**config.mk**
```make
export PLATFORM = sky130hd
export DESIGN_NAME = tmr_evt_arbiter_flat
export DESIGN_NICKNAME = d
export VERILOG_FILES = /design/src/rtl/tmr_evt_arbiter_if.sv /design/src/rtl/tmr_evt_arbiter.sv /design/src/flat_wrapper.sv
export SDC_FILE = /design/constraint.sdc
export NUM_CORES = 1
export LEC_CHECK = 0
export BUFFER_PORTS_ARGS = -buffer_cell sky130_fd_sc_hd__buf_2
export CORE_MARGIN = 2
export CORE_UTILIZATION = 35
export CTS_CLUSTER_DIAMETER = 30
export CTS_CLUSTER_SIZE = 16
export DETAILED_ROUTE_END_ITERATION = 10
export SYNTH_ARGS = -nofsm -noshare
export SYNTH_HDL_FRONTEND = slang
export SYNTH_HIERARCHICAL = 1
export SYNTH_SLANG_ARGS = --single-unit
```
**constraint.sdc**
```tcl
create_clock -name sys_clk -period 9.7 [get_ports sys_clk]
set_input_delay 0.485 -clock sys_clk [delete_from_list [all_inputs] [get_ports sys_clk]]
set_output_delay 0.485 -clock sys_clk [all_outputs]
set_load 0.05 [all_outputs]
```
**src/rtl/tmr_evt_arbiter_if.sv**
```systemverilog
// Event/interrupt bundle between the timer blocks, the ctrl SFRs and the core
// interrupt input. The arbiter takes the slave side.
interface tmr_evt_arbiter_if #(
    parameter int NUM_SRC  = 6,
    parameter int ID_WIDTH = 3
);
    logic [NUM_SRC-1:0]  evt_in;
    logic [NUM_SRC-1:0]  evt_en;
    logic [NUM_SRC-1:0]  pend_clr;
    logic [NUM_SRC-1:0]  ovrn_clr;
    logic                irq_ack;
    logic                irq_req;
    logic [ID_WIDTH-1:0] irq_id;
    logic [NUM_SRC-1:0]  pend;
    logic [NUM_SRC-1:0]  ovrn;

    modport slave (
        input  evt_in, evt_en, pend_clr, ovrn_clr, irq_ack,
        output irq_req, irq_id, pend, ovrn
    );

    modport master (
        output evt_in, evt_en, pend_clr, ovrn_clr, irq_ack,
        input  irq_req, irq_id, pend, ovrn
    );
endinterface

```
**src/rtl/tmr_evt_arbiter.sv**
```systemverilog
// Timer event collector: per-source pending/overrun flags plus a round-robin
// arbiter that presents one held interrupt request with its source ID.

// One source's pending and sticky overrun flag; a new event beats any clear.
module tmr_evt_flag (
    input  logic sys_clk,
    input  logic sys_rst_n,
    input  logic i_evt,
    input  logic i_pend_clr,
    input  logic i_ovrn_clr,
    output logic o_pend,
    output logic o_ovrn
);
    logic r_pend;
    logic r_ovrn;

    always_ff @(posedge sys_clk or negedge sys_rst_n) begin
        if (!sys_rst_n) begin
            r_pend <= 1'b0;
            r_ovrn <= 1'b0;
        end else begin
            if (i_evt)
                r_pend <= 1'b1;
            else if (i_pend_clr)
                r_pend <= 1'b0;
            // A repeat event only counts as lost if the earlier one is still unserviced.
            if (i_evt && r_pend && !i_pend_clr)
                r_ovrn <= 1'b1;
            else if (i_ovrn_clr)
                r_ovrn <= 1'b0;
        end
    end

    assign o_pend = r_pend;
    assign o_ovrn = r_ovrn;
endmodule

module tmr_evt_arbiter #(
    parameter int NUM_SRC  = 6,
    parameter int ID_WIDTH = 3
) (
    input  logic              sys_clk,
    input  logic              sys_rst_n,
    tmr_evt_arbiter_if.slave  bus
);
    typedef enum logic [1:0] {ST_IDLE, ST_REQ, ST_GAP} state_t;

    state_t              r_state;
    state_t              w_state_nxt;
    logic [ID_WIDTH-1:0] r_rr_ptr;
    logic [ID_WIDTH-1:0] w_rr_nxt;
    logic [ID_WIDTH-1:0] r_irq_id;
    logic [ID_WIDTH-1:0] w_id_nxt;
    logic                r_irq_req;

    logic [NUM_SRC-1:0]  w_pend;
    logic [NUM_SRC-1:0]  w_ovrn;
    logic [NUM_SRC-1:0]  w_elig;
    logic [NUM_SRC-1:0]  w_id_mask;
    logic [NUM_SRC-1:0]  w_ack_clr;
    logic                w_ack_hit;
    logic                w_id_elig;
    logic                w_win_vld;
    logic [ID_WIDTH-1:0] w_win_id;
    logic [ID_WIDTH:0]   w_idx;

    assign w_elig    = w_pend & bus.evt_en;
    assign w_id_mask = NUM_SRC'(1) << r_irq_id;
    assign w_ack_hit = (r_state == ST_REQ) && bus.irq_ack;
    assign w_ack_clr = w_ack_hit ? w_id_mask : '0;
    assign w_id_elig = |(w_elig & w_id_mask);

    for (genvar g = 0; g < NUM_SRC; g++) begin : g_src
        tmr_evt_flag u_flag (
            .sys_clk    (sys_clk),
            .sys_rst_n  (sys_rst_n),
            .i_evt      (bus.evt_in[g]),
            .i_pend_clr (bus.pend_clr[g] | w_ack_clr[g]),
            .i_ovrn_clr (bus.ovrn_clr[g]),
            .o_pend     (w_pend[g]),
            .o_ovrn     (w_ovrn[g])
        );
    end

    // Round-robin search: walk upward from r_rr_ptr, wrapping at NUM_SRC.
    always_comb begin
        w_win_vld = 1'b0;
        w_win_id  = '0;
        w_idx     = '0;
        for (int k = 0; k < NUM_SRC; k++) begin
            w_idx = {1'b0, r_rr_ptr} + (ID_WIDTH+1)'(k);
            if (w_idx >= (ID_WIDTH+1)'(NUM_SRC))
                w_idx = w_idx - (ID_WIDTH+1)'(NUM_SRC);
            if (!w_win_vld && |(w_elig & (NUM_SRC'(1) << w_idx))) begin
                w_win_vld = 1'b1;
                w_win_id  = w_idx[ID_WIDTH-1:0];
            end
        end
    end

    always_comb begin
        w_state_nxt = r_state;
        w_id_nxt    = r_irq_id;
        w_rr_nxt    = r_rr_ptr;
        case (r_state)
            ST_IDLE: begin
                if (w_win_vld) begin
                    w_state_nxt = ST_REQ;
                    w_id_nxt    = w_win_id;
                end
            end
            ST_REQ: begin
                // Ack takes precedence over a simultaneous withdraw.
                if (bus.irq_ack) begin
                    w_state_nxt = ST_GAP;
                    w_rr_nxt    = (r_irq_id == ID_WIDTH'(NUM_SRC-1)) ? '0
                                                                   : r_irq_id + ID_WIDTH'(1);
                end else if (!w_id_elig) begin
                    w_state_nxt = ST_IDLE;
                end
            end
            ST_GAP:  w_state_nxt = ST_IDLE;
            default: w_state_nxt = ST_IDLE;
        endcase
    end

    always_ff @(posedge sys_clk or negedge sys_rst_n) begin
        if (!sys_rst_n) begin
            r_state   <= ST_IDLE;
            r_rr_ptr  <= '0;
            r_irq_id  <= '0;
            r_irq_req <= 1'b0;
        end else begin
            r_state   <= w_state_nxt;
            r_rr_ptr  <= w_rr_nxt;
            r_irq_id  <= w_id_nxt;
            r_irq_req <= (w_state_nxt == ST_REQ);
        end
    end

    assign bus.irq_req = r_irq_req;
    assign bus.irq_id  = r_irq_id;
    assign bus.pend    = w_pend;
    assign bus.ovrn    = w_ovrn;
endmodule

```
**src/flat_wrapper.sv**
```systemverilog
// flat-port wrapper written by rule: the top's interface ports become plain ports
module tmr_evt_arbiter_flat 
#(
    parameter int NUM_SRC  = 6,
    parameter int ID_WIDTH = 3
)
  (sys_clk, sys_rst_n, bus_evt_in, bus_evt_en, bus_pend_clr, bus_ovrn_clr, bus_irq_ack, bus_irq_req, bus_irq_id, bus_pend, bus_ovrn);
  tmr_evt_arbiter_if #(.NUM_SRC(NUM_SRC), .ID_WIDTH(ID_WIDTH)) bus_i ();
  input  logic sys_clk;
  input  logic sys_rst_n;
  input wire logic [$bits(bus_i.evt_in)-1:0] bus_evt_in;
  input wire logic [$bits(bus_i.evt_en)-1:0] bus_evt_en;
  input wire logic [$bits(bus_i.pend_clr)-1:0] bus_pend_clr;
  input wire logic [$bits(bus_i.ovrn_clr)-1:0] bus_ovrn_clr;
  input wire logic [$bits(bus_i.irq_ack)-1:0] bus_irq_ack;
  output wire logic [$bits(bus_i.irq_req)-1:0] bus_irq_req;
  output wire logic [$bits(bus_i.irq_id)-1:0] bus_irq_id;
  output wire logic [$bits(bus_i.pend)-1:0] bus_pend;
  output wire logic [$bits(bus_i.ovrn)-1:0] bus_ovrn;
  assign bus_i.evt_in = bus_evt_in;
  assign bus_i.evt_en = bus_evt_en;
  assign bus_i.pend_clr = bus_pend_clr;
  assign bus_i.ovrn_clr = bus_ovrn_clr;
  assign bus_i.irq_ack = bus_irq_ack;
  assign bus_irq_req = bus_i.irq_req;
  assign bus_irq_id = bus_i.irq_id;
  assign bus_pend = bus_i.pend;
  assign bus_ovrn = bus_i.ovrn;
  tmr_evt_arbiter #(.NUM_SRC(NUM_SRC), .ID_WIDTH(ID_WIDTH)) u_core (.sys_clk(sys_clk), .sys_rst_n(sys_rst_n), .bus(bus_i));
endmodule
```
==> results.json <==
{
  "slew_violations": 0,
  "wire_per_inst_um": 14.3,
  "crit_path_max_fanout": 20,
  "max_freq_mhz": 271,
  "synthTopCellsByArea": "dfrtp_1 26%, ha_1 9.8%, o21ai_0 4.4%",
  "routabilityCongestion": 0.840,
  "critPathKind": "register to register",
  "num_rows": 27,
  "rsz0062_at_grt": "no",
  "synthCells": 239,
  "synth-edff-count": 0,
  "cts_tree": "yes",
  "antenna_found_initial": 0,
  "vias": 1911,
  "initial_core_util": 0.367,
  "path_buf_inv": 2,
  "hold_path.class": "input pin to async pin",
  "yosysTopAreaCell": "dfrtp_1",
  "hold_violations": 0,
  "grt_remaining_overflow": 0,
  "synthFlopType": "dfrtp_1",
  "setup_viol": 0,
  "final_util": 0.425,
  "fin_skew_ps": 6.70,
  "setup_tns_ps": 0,
  "grt_start_max_net_pins": 27,
  "cp_top_family": "adder cells",
  "path_cells": "inv_1 > ha_1 > inv_1 > ha_1 > or2_1 > a311o_1 > a21boi_2 > o22a_1 > and2_4 > a31oi_4 > mux2_4",
  "status": "complete, no violations",
  "p_seq_frac": 0.166,
  "grt_pass1_wl_mm": 8.14,
  "leakage_nw": 1.14,
  "clk_pin_slew_worst_paths_ps": 80,
  "yosysTopAreaCellShare": 0.257,
  "antenna-diode-count": 0,
  "startpoint_type": "register",
  "synth_xor_area_frac": 0.0128,
  "clock-sinks": 21,
  "grt_pass1_vias": 1741,
  "postRouteAntennaNets": 0,
  "internal_power_uw": 414,
  "drt-initial-drc-count": 163,
  "vdd_drop_max_v": 0.000118,
  "drc": 0,
  "cap_viol_max_count": 0,
  "die_area_um2": 6470,
  "tightest_slew_ps": 612,
  "syn_avg_cell_area_um2": 8.56,
  "dr.pass1.iters": 4,
  "ys_async_sr_fraction": 1.00,
  "die_w_um": 80.5,
  "htree_levels": 1,
  "synth_compound_area_frac": 0.319,
  "cp_slowest_stage_delay_ps": 710,
  "io_buffer_count": 42,
  "switching_share": 0.526,
  "ys_warn_count": 6,
  "syn-cell-area_um2": 2050,
  "io_pins": 43,
  "synthMuxAreaShare": 0.0618,
  "layout-drive-gt1-share": 0.264,
  "root_buffer": "clkbuf_8",
  "core-area_um2": 5570,
  "dpl.hpwl_mm": 4.05,
  "fin_nets": 324,
  "ys_types": 66,
  "area.growth.synth_to_final_pct": 15.9,
  "syn-num-nets": 282,
  "p_switching_uw": 459,
  "cts_hold_buf": 0,
  "powerDensity_nw_per_um2": 368,
  "crit_required_ps": 9850,
  "ys_seq_area_frac": 0.257,
  "finalCritPeriodShare": 0.381,
  "cts_buffers": 3,
  "clockBufferDepth": 2,
  "dieHeight_um": 80.5,
  "ys_seq_elements": 21,
  "synthAdderAreaFrac": 0.0979,
  "worstPathArrival_ps": 3840,
  "crit_slowest_cell": "ha_1",
  "track_usage": 0.158,
  "insertion_delay_ps": 260,
  "synth_top_family_by_area": "compound AO/OA/AOI/OAI gates",
  "post_cts_buffers": 0,
  "routed_wl_mm": 5.03,
  "yosys.area_share.simple": 0.192,
  "vias_per_cell": 5.43,
  "cts_resized": 0,
  "min_period_ps": 3690,
  "pwr-share-comb": 0.768,
  "max_slew_margin": 0.588,
  "p_clk_frac": 0.066,
  "num-fill-cells": 600,
  "cp-end-kind": "register"
}
[sequential cells by signal, indices dropped and copies added (netlist names)]
register                    cells
u_core/g_src.u_flag/o_pend      6
u_core/r_state                  2
u_core/bus.irq_id               3
u_core/bus.irq_req              1
u_core/g_src.u_flag/o_ovrn      6
u_core/r_rr_ptr                 3
[synthesized netlist by cell type, drive strengths merged (4+ instances only)]
cell,number
nand3,7
or2,4
o21ai,19
dfrtp,21
inv,25
a31oi,6
and2,4
ha,16
mux2,4
nor2,13
a32o,6
nand2,18
a21o,13
and3,4
a21oi,15
[layout make-up]
type                       count  area [um^2]  area share
timing repair buffer          43          218      0.0918
sequential                    21          526       0.222
tap                           72         90.1      0.0380
inverter                      25         93.8      0.0396
clock inverter                 1         5.00     0.00211
multi-input combinational    187         1400       0.589
clock buffer                   3         41.3      0.0174
[routing by layer]
metal	routed length, um	up-vias	track usage
li1	-	968	-
met1	2430	879	0.228
met2	2290	56	0.246
met3	249	8	0.0326
met4	65	0	0.0305
met5	0	-	0
[kinds of logic after synthesis]
kind of cell / after synthesis
AOI/OAI and AO/OA: 88
and+or+nand+nor: 72
buffers and inverters: 31
adders and majority gates: 16
xor gates and xnor gates: 3
muxes: 8
DFF: 21
[worst paths after layout]
path	start	end	slack, ps	depth (start not counted)
max	u_core/r_rr_ptr[1]	u_core/bus.irq_id[2]	6010	11
min	sys_rst_n	u_core/r_rr_ptr[1]	170	1
max reg2reg	u_core/r_rr_ptr[1]	u_core/bus.irq_id[2]	6010	11
min reg2reg	u_core/g_src[3].u_flag/o_ovrn	u_core/g_src[3].u_flag/o_ovrn	500	1
max in group asynchronous	sys_rst_n	u_core/r_rr_ptr[0]	9200	1
min in group sys_clk	bus_evt_in[0]	u_core/g_src[0].u_flag/o_pend	410	2
[power groups by stage]
stage	Clock, mW	Combinational [mW]	Sequential, mW
after global placement	0	0.665	0.146
after CTS	0.0596	0.668	0.146
final	0.0579	0.671	0.145
after global routing	0.0622	0.749	0.151
after floorplan	0	0.495	0.186
after detailed placement	0	0.664	0.147
[layout by cell type, fill, tap and decap left out, drive strengths merged, types with 3 or more instances in the layout]
cell / count
or2: 4
o22ai: 3
and2: 4
and3b: 3
nand2: 18
nand2b: 3
inv: 25
dfrtp: 21
clkbuf: 3
mux4: 3
a21o: 13
a31oi: 6
a32o: 6
ha: 16
o21a: 3
nor3: 3
buf: 43
mux2: 4
o31ai: 3
and3: 4
a21oi: 15
nand3: 7
o21ai: 19
nor2: 13
[through the flow]
| stage | setup slack (ps) | instance area (um^2) | hold slack (ps) | power, mW | instances |
|---|---|---|---|---|---|
| 3_5_place_dp | 6010 | 2320 | 478 | 0.811 | 348 |
| 6_report | 6010 | 2370 | 171 | 0.874 | 352 |
| 4_1_cts | 5980 | 2370 | 187 | 0.873 | 352 |
| 3_3_place_gp | 6170 | 2320 | 470 | 0.811 | 348 |
| 2_1_floorplan | 6310 | 2050 | 189 | 0.681 | 239 |
| 5_1_grt | 5770 | 2370 | 204 | 0.962 | 352 |
[worst register-to-register path: stages, from the launching register on]
cell and delay [ps]:
dfrtp_1 570, inv_1 210, ha_1 710, inv_1 150, ha_1 260, or2_1 250, a311o_1 360, a21boi_2 170
o22a_1 230, and2_4 160, a31oi_4 190, mux2_4 320
Power figures use the tool's default switching activity.
